`src/rtl/sudoku_pkg.sv`:
```
// ---------------------------------------------------------------------------
// sudoku_pkg
// Shared types and constants for the sudoku board editing path.
//   key_code_e  : decoded keyboard commands delivered to the sequencer
//   seq_state_e : states of the read-check-write edit sequencer
//   GRID_MAX    : highest row/column index of the 9x9 board
//   CELLS       : number of board cells (also the "board full" count)
//   cell_index  : row/column to linear board address (row*9 + col)
// ---------------------------------------------------------------------------
package sudoku_pkg;

  localparam int GRID_MAX = 8;
  localparam int CELLS    = 81;

  typedef enum logic [3:0] {
    KEY_W     = 4'd1,
    KEY_D     = 4'd2,
    KEY_S     = 4'd3,
    KEY_A     = 4'd4,
    KEY_DIGIT = 4'd5,
    KEY_CLEAR = 4'd6
  } key_code_e;

  typedef enum logic [1:0] {
    IDLE,
    RD,
    CHK,
    WR
  } seq_state_e;

  function automatic logic [6:0] cell_index(input logic [3:0] row, input logic [3:0] col);
    return ({3'd0, row} * 7'd9) + {3'd0, col};
  endfunction

endpackage

```
`src/rtl/cell_entry_sequencer_if.sv`:
```
// ---------------------------------------------------------------------------
// cell_entry_sequencer_if
// Bundles the key-command handshake and the board RAM bus of the sequencer.
//   key_valid/key_ready/key_code/key_digit : command handshake from decoder
//   cell_addr                              : board address of the cursor
//   rd_en -> rd_value/rd_fixed             : one-cycle read, data next cycle
//   wr_req/wr_ready/wr_data                : write request held until ready
// master: the sequencer side; slave: keyboard decoder plus board memory.
// ---------------------------------------------------------------------------
interface cell_entry_sequencer_if;

  logic       key_valid;
  logic       key_ready;
  logic [3:0] key_code;
  logic [3:0] key_digit;
  logic [6:0] cell_addr;
  logic       rd_en;
  logic [3:0] rd_value;
  logic       rd_fixed;
  logic       wr_req;
  logic       wr_ready;
  logic [3:0] wr_data;

  modport master (
    input  key_valid, key_code, key_digit, rd_value, rd_fixed, wr_ready,
    output key_ready, cell_addr, rd_en, wr_req, wr_data
  );

  modport slave (
    output key_valid, key_code, key_digit, rd_value, rd_fixed, wr_ready,
    input  key_ready, cell_addr, rd_en, wr_req, wr_data
  );

endinterface

```
`src/rtl/grid_cursor.sv`:
```
// ---------------------------------------------------------------------------
// grid_cursor
// Saturating board cursor. Moves only on an accepted command (move_en) whose
// code is one of the four move keys; every other code leaves it alone.
//   clock, reset_n : clock and asynchronous active-low reset
//   move_en        : a key command was accepted this cycle
//   key_code       : the accepted command code
//   cursor_i/j     : current row / column, held in 0..GRID_MAX
// ---------------------------------------------------------------------------
module grid_cursor
  import sudoku_pkg::*;
#(
  parameter int GRID_MAX = sudoku_pkg::GRID_MAX
) (
  input  logic       clock,
  input  logic       reset_n,
  input  logic       move_en,
  input  logic [3:0] key_code,
  output logic [3:0] cursor_i,
  output logic [3:0] cursor_j
);

  localparam logic [3:0] EDGE = 4'(GRID_MAX);

  always_ff @(posedge clock or negedge reset_n) begin
    if (!reset_n) begin
      cursor_i <= 4'd0;
      cursor_j <= 4'd0;
    end else if (move_en) begin
      case (key_code)
        KEY_W:   if (cursor_i != EDGE) cursor_i <= cursor_i + 4'd1;
        KEY_S:   if (cursor_i != 4'd0) cursor_i <= cursor_i - 4'd1;
        KEY_A:   if (cursor_j != EDGE) cursor_j <= cursor_j + 4'd1;
        KEY_D:   if (cursor_j != 4'd0) cursor_j <= cursor_j - 4'd1;
        default: ;
      endcase
    end
  end

endmodule

```
`src/rtl/cell_entry_sequencer.sv`:
```
// ---------------------------------------------------------------------------
// cell_entry_sequencer
// Applies player edits to the sudoku board. Moves finish in the accept cycle;
// digit entry and clear run read -> check -> (write) against the board RAM.
// Given (fixed) cells are never written. Tracks the filled-cell count.
//   clock, reset_n   : clock and asynchronous active-low reset
//   bus              : key handshake + board RAM bus (master side)
//   count_load/init  : load filled_count after a puzzle load (IDLE only)
//   cursor_i/j       : cursor for the renderer
//   busy             : an edit transaction is in flight
//   reject           : one-cycle pulse when an edit is refused
//   filled_count     : number of non-empty cells
//   board_full       : filled_count has reached CELLS
// ---------------------------------------------------------------------------
module cell_entry_sequencer
  import sudoku_pkg::*;
#(
  parameter int GRID_MAX = sudoku_pkg::GRID_MAX,
  parameter int CELLS    = sudoku_pkg::CELLS
) (
  input  logic                  clock,
  input  logic                  reset_n,
  cell_entry_sequencer_if.master bus,
  input  logic                  count_load,
  input  logic [6:0]            count_init,
  output logic [3:0]            cursor_i,
  output logic [3:0]            cursor_j,
  output logic                  busy,
  output logic                  reject,
  output logic [6:0]            filled_count,
  output logic                  board_full
);

  localparam logic [6:0] FULL = 7'(CELLS);

  seq_state_e state_q, state_d;
  logic [3:0] new_val_q, new_val_d;
  logic [3:0] old_val_q, old_val_d;
  logic       reject_q, reject_d;
  logic [6:0] count_q, count_d;
  logic       accept;
  logic       digit_ok;

  // Count follows empty<->filled transitions only and never wraps.
  function automatic logic [6:0] count_step(input logic [6:0] cnt,
                                            input logic [3:0] old_v,
                                            input logic [3:0] new_v);
    if ((old_v == 4'd0) && (new_v != 4'd0) && (cnt != FULL))
      return cnt + 7'd1;
    if ((old_v != 4'd0) && (new_v == 4'd0) && (cnt != 7'd0))
      return cnt - 7'd1;
    return cnt;
  endfunction

  // count_load wins over a key in the same cycle, so drop ready then.
  assign bus.key_ready = (state_q == IDLE) && !count_load;
  assign accept        = bus.key_valid && bus.key_ready;
  assign digit_ok      = (bus.key_digit != 4'd0) && (bus.key_digit <= 4'd9);

  // Moves are only accepted in IDLE, so the address is frozen while busy.
  grid_cursor #(.GRID_MAX(GRID_MAX)) u_cursor (
    .clock    (clock),
    .reset_n  (reset_n),
    .move_en  (accept),
    .key_code (bus.key_code),
    .cursor_i (cursor_i),
    .cursor_j (cursor_j)
  );

  assign bus.cell_addr = cell_index(cursor_i, cursor_j);
  // Request/strobe decode straight from state so reset drops them at once.
  assign bus.rd_en     = (state_q == RD);
  assign bus.wr_req    = (state_q == WR);
  assign bus.wr_data   = (state_q == WR) ? new_val_q : 4'd0;

  assign busy          = (state_q != IDLE);
  assign reject        = reject_q;
  assign filled_count  = count_q;
  assign board_full    = (count_q == FULL);

  always_ff @(posedge clock or negedge reset_n) begin
    if (!reset_n) state_q <= IDLE;
    else          state_q <= state_d;
  end

  always_comb begin
    state_d   = state_q;
    new_val_d = new_val_q;
    old_val_d = old_val_q;
    reject_d  = 1'b0;
    count_d   = count_q;
    case (state_q)
      IDLE: begin
        if (count_load) begin
          count_d = count_init;
        end else if (accept) begin
          if (bus.key_code == KEY_DIGIT) begin
            if (digit_ok) begin
              new_val_d = bus.key_digit;
              state_d   = RD;
            end else begin
              reject_d = 1'b1;
            end
          end else if (bus.key_code == KEY_CLEAR) begin
            new_val_d = 4'd0;
            state_d   = RD;
          end
        end
      end
      RD: state_d = CHK;
      CHK: begin
        old_val_d = bus.rd_value;
        if (bus.rd_fixed) begin
          reject_d = 1'b1;
          state_d  = IDLE;
        end else if (bus.rd_value == new_val_q) begin
          state_d = IDLE;
        end else begin
          state_d = WR;
        end
      end
      WR: begin
        if (bus.wr_ready) begin
          count_d = count_step(count_q, old_val_q, new_val_q);
          state_d = IDLE;
        end
      end
      default: state_d = IDLE;
    endcase
  end

  always_ff @(posedge clock or negedge reset_n) begin
    if (!reset_n) begin
      new_val_q <= 4'd0;
      old_val_q <= 4'd0;
      reject_q  <= 1'b0;
      count_q   <= 7'd0;
    end else begin
      new_val_q <= new_val_d;
      old_val_q <= old_val_d;
      reject_q  <= reject_d;
      count_q   <= count_d;
    end
  end

endmodule

```
`src/flat_wrapper.sv`:
```
// flat-port wrapper written by rule: the top's interface ports become plain ports
module cell_entry_sequencer_flat import sudoku_pkg::*;
#(
  parameter int GRID_MAX = sudoku_pkg::GRID_MAX,
  parameter int CELLS    = sudoku_pkg::CELLS
)
  (clock, reset_n, count_load, count_init, cursor_i, cursor_j, busy, reject, filled_count, board_full, bus_key_valid, bus_key_code, bus_key_digit, bus_rd_value, bus_rd_fixed, bus_wr_ready, bus_key_ready, bus_cell_addr, bus_rd_en, bus_wr_req, bus_wr_data);
  cell_entry_sequencer_if bus_i ();
  input  logic clock;
  input  logic reset_n;
  input  logic count_load;
  input  logic [6:0] count_init;
  output logic [3:0] cursor_i;
  output logic [3:0] cursor_j;
  output logic busy;
  output logic reject;
  output logic [6:0] filled_count;
  output logic board_full;
  input wire logic [$bits(bus_i.key_valid)-1:0] bus_key_valid;
  input wire logic [$bits(bus_i.key_code)-1:0] bus_key_code;
  input wire logic [$bits(bus_i.key_digit)-1:0] bus_key_digit;
  input wire logic [$bits(bus_i.rd_value)-1:0] bus_rd_value;
  input wire logic [$bits(bus_i.rd_fixed)-1:0] bus_rd_fixed;
  input wire logic [$bits(bus_i.wr_ready)-1:0] bus_wr_ready;
  output wire logic [$bits(bus_i.key_ready)-1:0] bus_key_ready;
  output wire logic [$bits(bus_i.cell_addr)-1:0] bus_cell_addr;
  output wire logic [$bits(bus_i.rd_en)-1:0] bus_rd_en;
  output wire logic [$bits(bus_i.wr_req)-1:0] bus_wr_req;
  output wire logic [$bits(bus_i.wr_data)-1:0] bus_wr_data;
  assign bus_i.key_valid = bus_key_valid;
  assign bus_i.key_code = bus_key_code;
  assign bus_i.key_digit = bus_key_digit;
  assign bus_i.rd_value = bus_rd_value;
  assign bus_i.rd_fixed = bus_rd_fixed;
  assign bus_i.wr_ready = bus_wr_ready;
  assign bus_key_ready = bus_i.key_ready;
  assign bus_cell_addr = bus_i.cell_addr;
  assign bus_rd_en = bus_i.rd_en;
  assign bus_wr_req = bus_i.wr_req;
  assign bus_wr_data = bus_i.wr_data;
  cell_entry_sequencer #(.GRID_MAX(GRID_MAX), .CELLS(CELLS)) u_core (.clock(clock), .reset_n(reset_n), .bus(bus_i), .count_load(count_load), .count_init(count_init), .cursor_i(cursor_i), .cursor_j(cursor_j), .busy(busy), .reject(reject), .filled_count(filled_count), .board_full(board_full));
endmodule
```
`config.mk`:
```
export PLATFORM = sky130hd
export DESIGN_NAME = cell_entry_sequencer_flat
export DESIGN_NICKNAME = d
export VERILOG_FILES = /design/src/rtl/sudoku_pkg.sv /design/src/rtl/cell_entry_sequencer_if.sv /design/src/rtl/grid_cursor.sv /design/src/rtl/cell_entry_sequencer.sv /design/src/flat_wrapper.sv
export SDC_FILE = /design/constraint.sdc
export NUM_CORES = 1
export LEC_CHECK = 0
export CAP_MARGIN = 10
export CORE_MARGIN = 2
export CORE_UTILIZATION = 35
export DETAILED_ROUTE_END_ITERATION = 7
export PLACE_DENSITY = 0.73
export SYNTH_ARGS = -nofsm -noshare
export SYNTH_HDL_FRONTEND = slang
export SYNTH_SLANG_ARGS = --single-unit
```
`constraint.sdc`:
```
create_clock -name clock -period 3.6 [get_ports clock]
set_clock_uncertainty 0.2 [all_clocks]
set_input_delay 0.54 -clock clock [delete_from_list [all_inputs] [get_ports clock]]
set_output_delay 0.54 -clock clock [all_outputs]
set_load 0.02 [all_outputs]
```
Word level (Yosys, flattened, before mapping)
Index checks and enable logic that the tools add are counted.

storage, ports and cells
  register bits after elaboration = 26
  output and inout bits = 32
  input bits = 25
  word-level logic and storage cells = 109

cells by class
  multiply operators = 1
  reductions and logical operators = 27
  equal/unequal tests = 26
  add/sub/neg operators = 7
  mux-type cells = 39
  magnitude comparators = 1
  bitwise logic cells = 1

operator list
  kind                                                                    number
  7-bit two-way mux                                                       6
  4-bit two-way mux                                                       8
  4-bit nonzero test                                                      5
  2-bit two-way mux                                                       8
  4-bit one-hot mux with 2 select lines                                   2
  2-bit inequality test (second input constant)                           7
  7-bit one-hot mux with 2 select lines                                   1
  4-bit by 3-bit equality test with 1-bit output (second input constant)  3
  1-bit two-way mux                                                       12
  4-bit AND reduction                                                     3
  5-bit AND reduction                                                     2
  2-bit nonzero test                                                      5
  4-bit by 1-bit adder with 4-bit output (second input constant)          2
  4-bit by 2-bit equality test with 1-bit output (second input constant)  2
  4-bit zero test                                                         2
  4-bit inequality test (second input constant)                           2
  2-bit one-hot mux with 4 select lines                                   1
  4-bit by 1-bit subtractor with 4-bit output (second input constant)     2
  7-bit by 1-bit adder with 7-bit output (second input constant)          1
  7-bit by 4-bit adder with 7-bit output                                  1
  7-bit equality test (second input constant)                             1
  1-bit logical AND                                                       7
  4-bit by 4-bit multiplier with 7-bit output (second input constant)     1
  7-bit inequality test (second input constant)                           1
  15 further kinds                                                        17

Depth between registers and ports, before layout
Gate-level depths: netlist of run 1.

  depth in word-level cells = 13
  gate-level depth with buffers = 9
  depth with buffers taken out = 9

Cells and area by module
A second synthesis of run 1 with hierarchy kept.

second synthesis, totals
  cell total of the unflattened synthesis = 236
  area total of the unflattened synthesis = 2177.1 µm²

modules (own cells, without submodules)
  module                area an instance (µm²)  times used  cells each
  cell_entry_sequencer  1625.3                  1           184
  grid_cursor           551.8                   1           52

Least setup slack after synthesis of run 1
No wires, ideal clock.

  path kind = register -> output
  start = register u_core.u_cursor.cursor_i[0]
  end = output bus_cell_addr[6]
  data arrival time = 2.105 ns
  buffers on the path = 0
  data required time = 2.860 ns
  cell stages (with the launch flop) = 8
  path slack = 0.755 ns
  cells stage by stage = dfrtp_1 > ha_1 > ha_1 > ha_1 > a21oi_1 > o21bai_1 > a21oi_1 > xnor2_1

on the way
  cells in the longest elaborated chain, start to end = 2

RTL lines
  what                                         RTL line            source
  from (decl)                                  grid_cursor.sv:19   output logic [3:0] cursor_i,
  from (signal assigned)                       grid_cursor.sv:31   KEY_W: if (cursor_i != EDGE) cursor_i <= cursor_i + 4'd1;
  from (signal assigned)                       grid_cursor.sv:32   KEY_S: if (cursor_i != 4'd0) cursor_i <= cursor_i - 4'd1;
  4-bit by 4-bit multiplier with 7-bit output  sudoku_pkg.sv:32    return ({3'd0, row} * 7'd9) + {3'd0, col};
  7-bit by 4-bit adder with 7-bit output       sudoku_pkg.sv:32
  to (decl)                                    flat_wrapper.sv:26  output wire logic [$bits(bus_i.cell_addr)-1:0] bus_cell_addr;

No other way between the ends.

Final worst setup path of run 1
  start = register u_core.u_cursor.cursor_i[3]
  end = output bus_cell_addr[4]

Same word-level chain as after synthesis.

==> run metrics, run 1 <==
Die Span X approximately 80 um; Detailed Routing Iterations Pass 1 4; vias in the first global route roughly 1.7k; largest net degree at the start of global routing 27; Max Fclk approximately 300 MHz; Fill cells ~520; Max Buffers Root-to-Sink 2; Post-Route WL 5.13 mm; RSZ-0062 raised after global routing no; Seq pwr share 0.305; CP required about 2.9 ns; sw frac 0.395; total CTS buffers 3; yosys warns 0; Final Hold Vio Count 0; CTS tree built; Power per Cell Area approximately 540 nW/um2; initial antenna violation count 0; Vias/cell 5.18; Congestion Overflow GR 0; most common cell after layout, fill and taps aside clkdlybuf4s50_1; outcome completed; DR WL/cell ~15 um; #FFs+latches synth 26; slew margin rel. 0.640; top_reg_cell synth dfrtp_1; leakage power around 1.3 nW; setup bufs post-CTS 0; diodes inserted 0; CP Capture Type output pin; post-synthesis sequential area ratio 0.319; Final min period roughly 3.4 ns; net count after synthesis between 200 and 300; WP data arrival 2.65 ns; Routability Congestion about 0.9; clock slew seen by the registers of the worst setup and hold paths around 0.10 ns; Port Buf Inserts 56; gr usage total 0.160; Post-synth ARST share 1.00; drt drc 0; via count between 1.5k and 2k; H-tree depth 1; number of synthesized flops with an enable pin 0; syn_area_per_cell about 9.6 um2; Tightest Hold Check Type register to register; most frequent cells in the layout clkdlybuf4s50_1 (54), dfrtp_1 (26), ha_1 (18); critical path type register to output pin; Core ar. around 5600 um2; Post-CTS Hold Buffers 0; Slew @ Worst Pin approximately 0.54 ns; Die Span Y about 80 um; Final ANT Viol Nets 0; row count 27; final instance area roughly 2800 um2; clock sinks 26; crit-path max FO 5; first-pass GRT wire length 8.23 mm; Netlist Area Pre-Place ~2000 um2; Initial Utilization 0.366; P_int 0.899 mW; nets between 300 and 400; Min Hold Slack about 0.31 ns; Cells after Synth around 210; Max Cap Violations 0; Logic pwr share 0.529; hpwl dp ~3.9 mm; max-slew violation count 0; Ports between 50 and 60; Switch Pwr 0.588 mW; Clock power frac 0.166; drt initial violations between 70 and 80; VDD IR max between 0.2 and 0.3 mV; clk_lat worst skew between 0.2 and 0.3 ns; root buf cell clkbuf_8; total die area 6460 um2; setup TNS 0 ns; layout cells sized above 1 0.0772; DP Area approximately 2700 um2; crit share post-route 0.940; synth unique cells 50; area grow syn2layout 34.8%; Worst Setup Start Kind register; Finish-stage setup viols 0
-- cells in the mapped netlist, drive strengths merged (2+ instances only) --
library cell,number,share of area
a22oi,3,0.011
inv,13,0.024
and2,3,0.0092
a22o,6,0.026
nor2b,3,0.0092
mux2,5,0.029
xnor2,7,0.030
o21ai,10,0.025
nand3,9,0.022
fa,3,0.029
buf,4,0.019
xor2,12,0.051
o2bb2ai,2,0.0086
or4,3,0.012
mux2i,4,0.020
nor2,14,0.026
nor4,3,0.0092
dfrtp,26,0.32
o22ai,2,0.0061
nor3b,2,0.0074
nand2,18,0.038
nor3,5,0.012
a21oi,6,0.015
o211ai,2,0.0074
ha,18,0.11
nand4b,2,0.0086
nand2b,4,0.012
a2bb2oi,2,0.0086
a21o,5,0.022
and3,5,0.016
-- flip-flops by register name (all words and copies together) (netlist names) --
register and flops:
u_core.old_val_q 4, u_core.u_cursor.cursor_i 4, u_core.new_val_q 4, u_core.u_cursor.cursor_j 4, u_core.reject 1, u_core.state_q 2, u_core.filled_count 7
-- final timing paths --
check | start | to | slack [ns] | cells after the start
min in group asynchronous | reset_n | u_core.filled_count[3] | 0.43 | 2
worst min-delay path | u_core.old_val_q[2] | u_core.old_val_q[2] | 0.31 | 1
worst min register to register | u_core.old_val_q[2] | u_core.old_val_q[2] | 0.31 | 1
max in group asynchronous | reset_n | u_core.filled_count[1] | 2.52 | 2
worst max register to register | u_core.filled_count[0] | u_core.filled_count[1] | 0.83 | 7
worst max-delay path | u_core.u_cursor.cursor_i[3] | bus_cell_addr[4] | 0.21 | 6
-- through the flow --
stage	worst slack, ns	power, mW	cells	util
final	0.215	1.49	344	0.494
after CTS	0.0447	1.50	344	0.493
after floorplan	0.755	0.928	213	-
after detailed placement	0.284	1.25	340	0.481
after global placement	0.303	1.23	340	0.481
after global routing	0.117	1.59	344	0.494
-- what timing repair did --
| item | 4_1_cts | 5_1_grt |
|---|---|---|
| hold endpoints to repair | 0 | 0 |
| gates resized for setup | 1 | 1 |
| setup endpoints to repair | 1 | 1 |
| pin swaps | 0 | 0 |
-- critical path: stages (launching register included) --
cell             delay, ns
dfrtp_1               0.47
ha_1                  0.30
ha_1                  0.27
ha_1                  0.34
a21oi_1               0.22
xnor2_1               0.15
clkdlybuf4s50_1       0.62
-- power groups by stage --
stage / logic, mW / registers, mW / clock network (mW)
after global routing: 0.858 / 0.467 / 0.263
after global placement: 0.781 / 0.453 / 0
final: 0.786 / 0.454 / 0.247
after floorplan: 0.441 / 0.487 / 0
after CTS: 0.798 / 0.453 / 0.249
after detailed placement: 0.795 / 0.460 / 0
-- final cells by class --
cell class              instances  area [um2]  area share
clock buffers                   3        41.3      0.0150
clock inverters                 1        30.0      0.0109
inverters                      13        48.8      0.0177
multi-input cells             169        1300       0.472
flip-flops and latches         26         651       0.236
well taps                      72        90.1      0.0327
repair buffers                 60         592       0.215
-- cells by family (layout without fill, tap and decap cells) --
group,count (synthesis),count (layout),share of synthesized area
AO/OA/AOI/OAI,45,45,0.167
flip-flops,26,26,0.319
multiplexers,9,9,0.0490
AND/OR/NAND/NOR,75,75,0.200
buffers and inverters,18,77,0.0447
adder cells (fa/ha/maj),21,21,0.140
XOR/XNOR,19,19,0.0815
-- routing by layer --
layer | up-vias | GRT usage | wire [um]
met3 | 4 | 0.0213 | 192
met1 | 862 | 0.208 | 2310
li1 | 883 | - | -
met2 | 32 | 0.273 | 2580
met5 | - | 0 | 0
met4 | 0 | 0.0525 | 59
No activity file was read; power rests on OpenSTA's default activity.
==> inputs of run 2 (changes only) <==
--- a/config.mk
+++ b/config.mk
@@ -5,6 +5,7 @@
 export SDC_FILE = /design/constraint.sdc
 export NUM_CORES = 1
 export LEC_CHECK = 0
+export ABC_CLOCK_PERIOD_IN_PS = 3600
 export CAP_MARGIN = 10
 export CORE_MARGIN = 2
 export CORE_UTILIZATION = 35
==> results of run 2 <==
The final DEF is identical to that of run 1; final timing and power are the same.
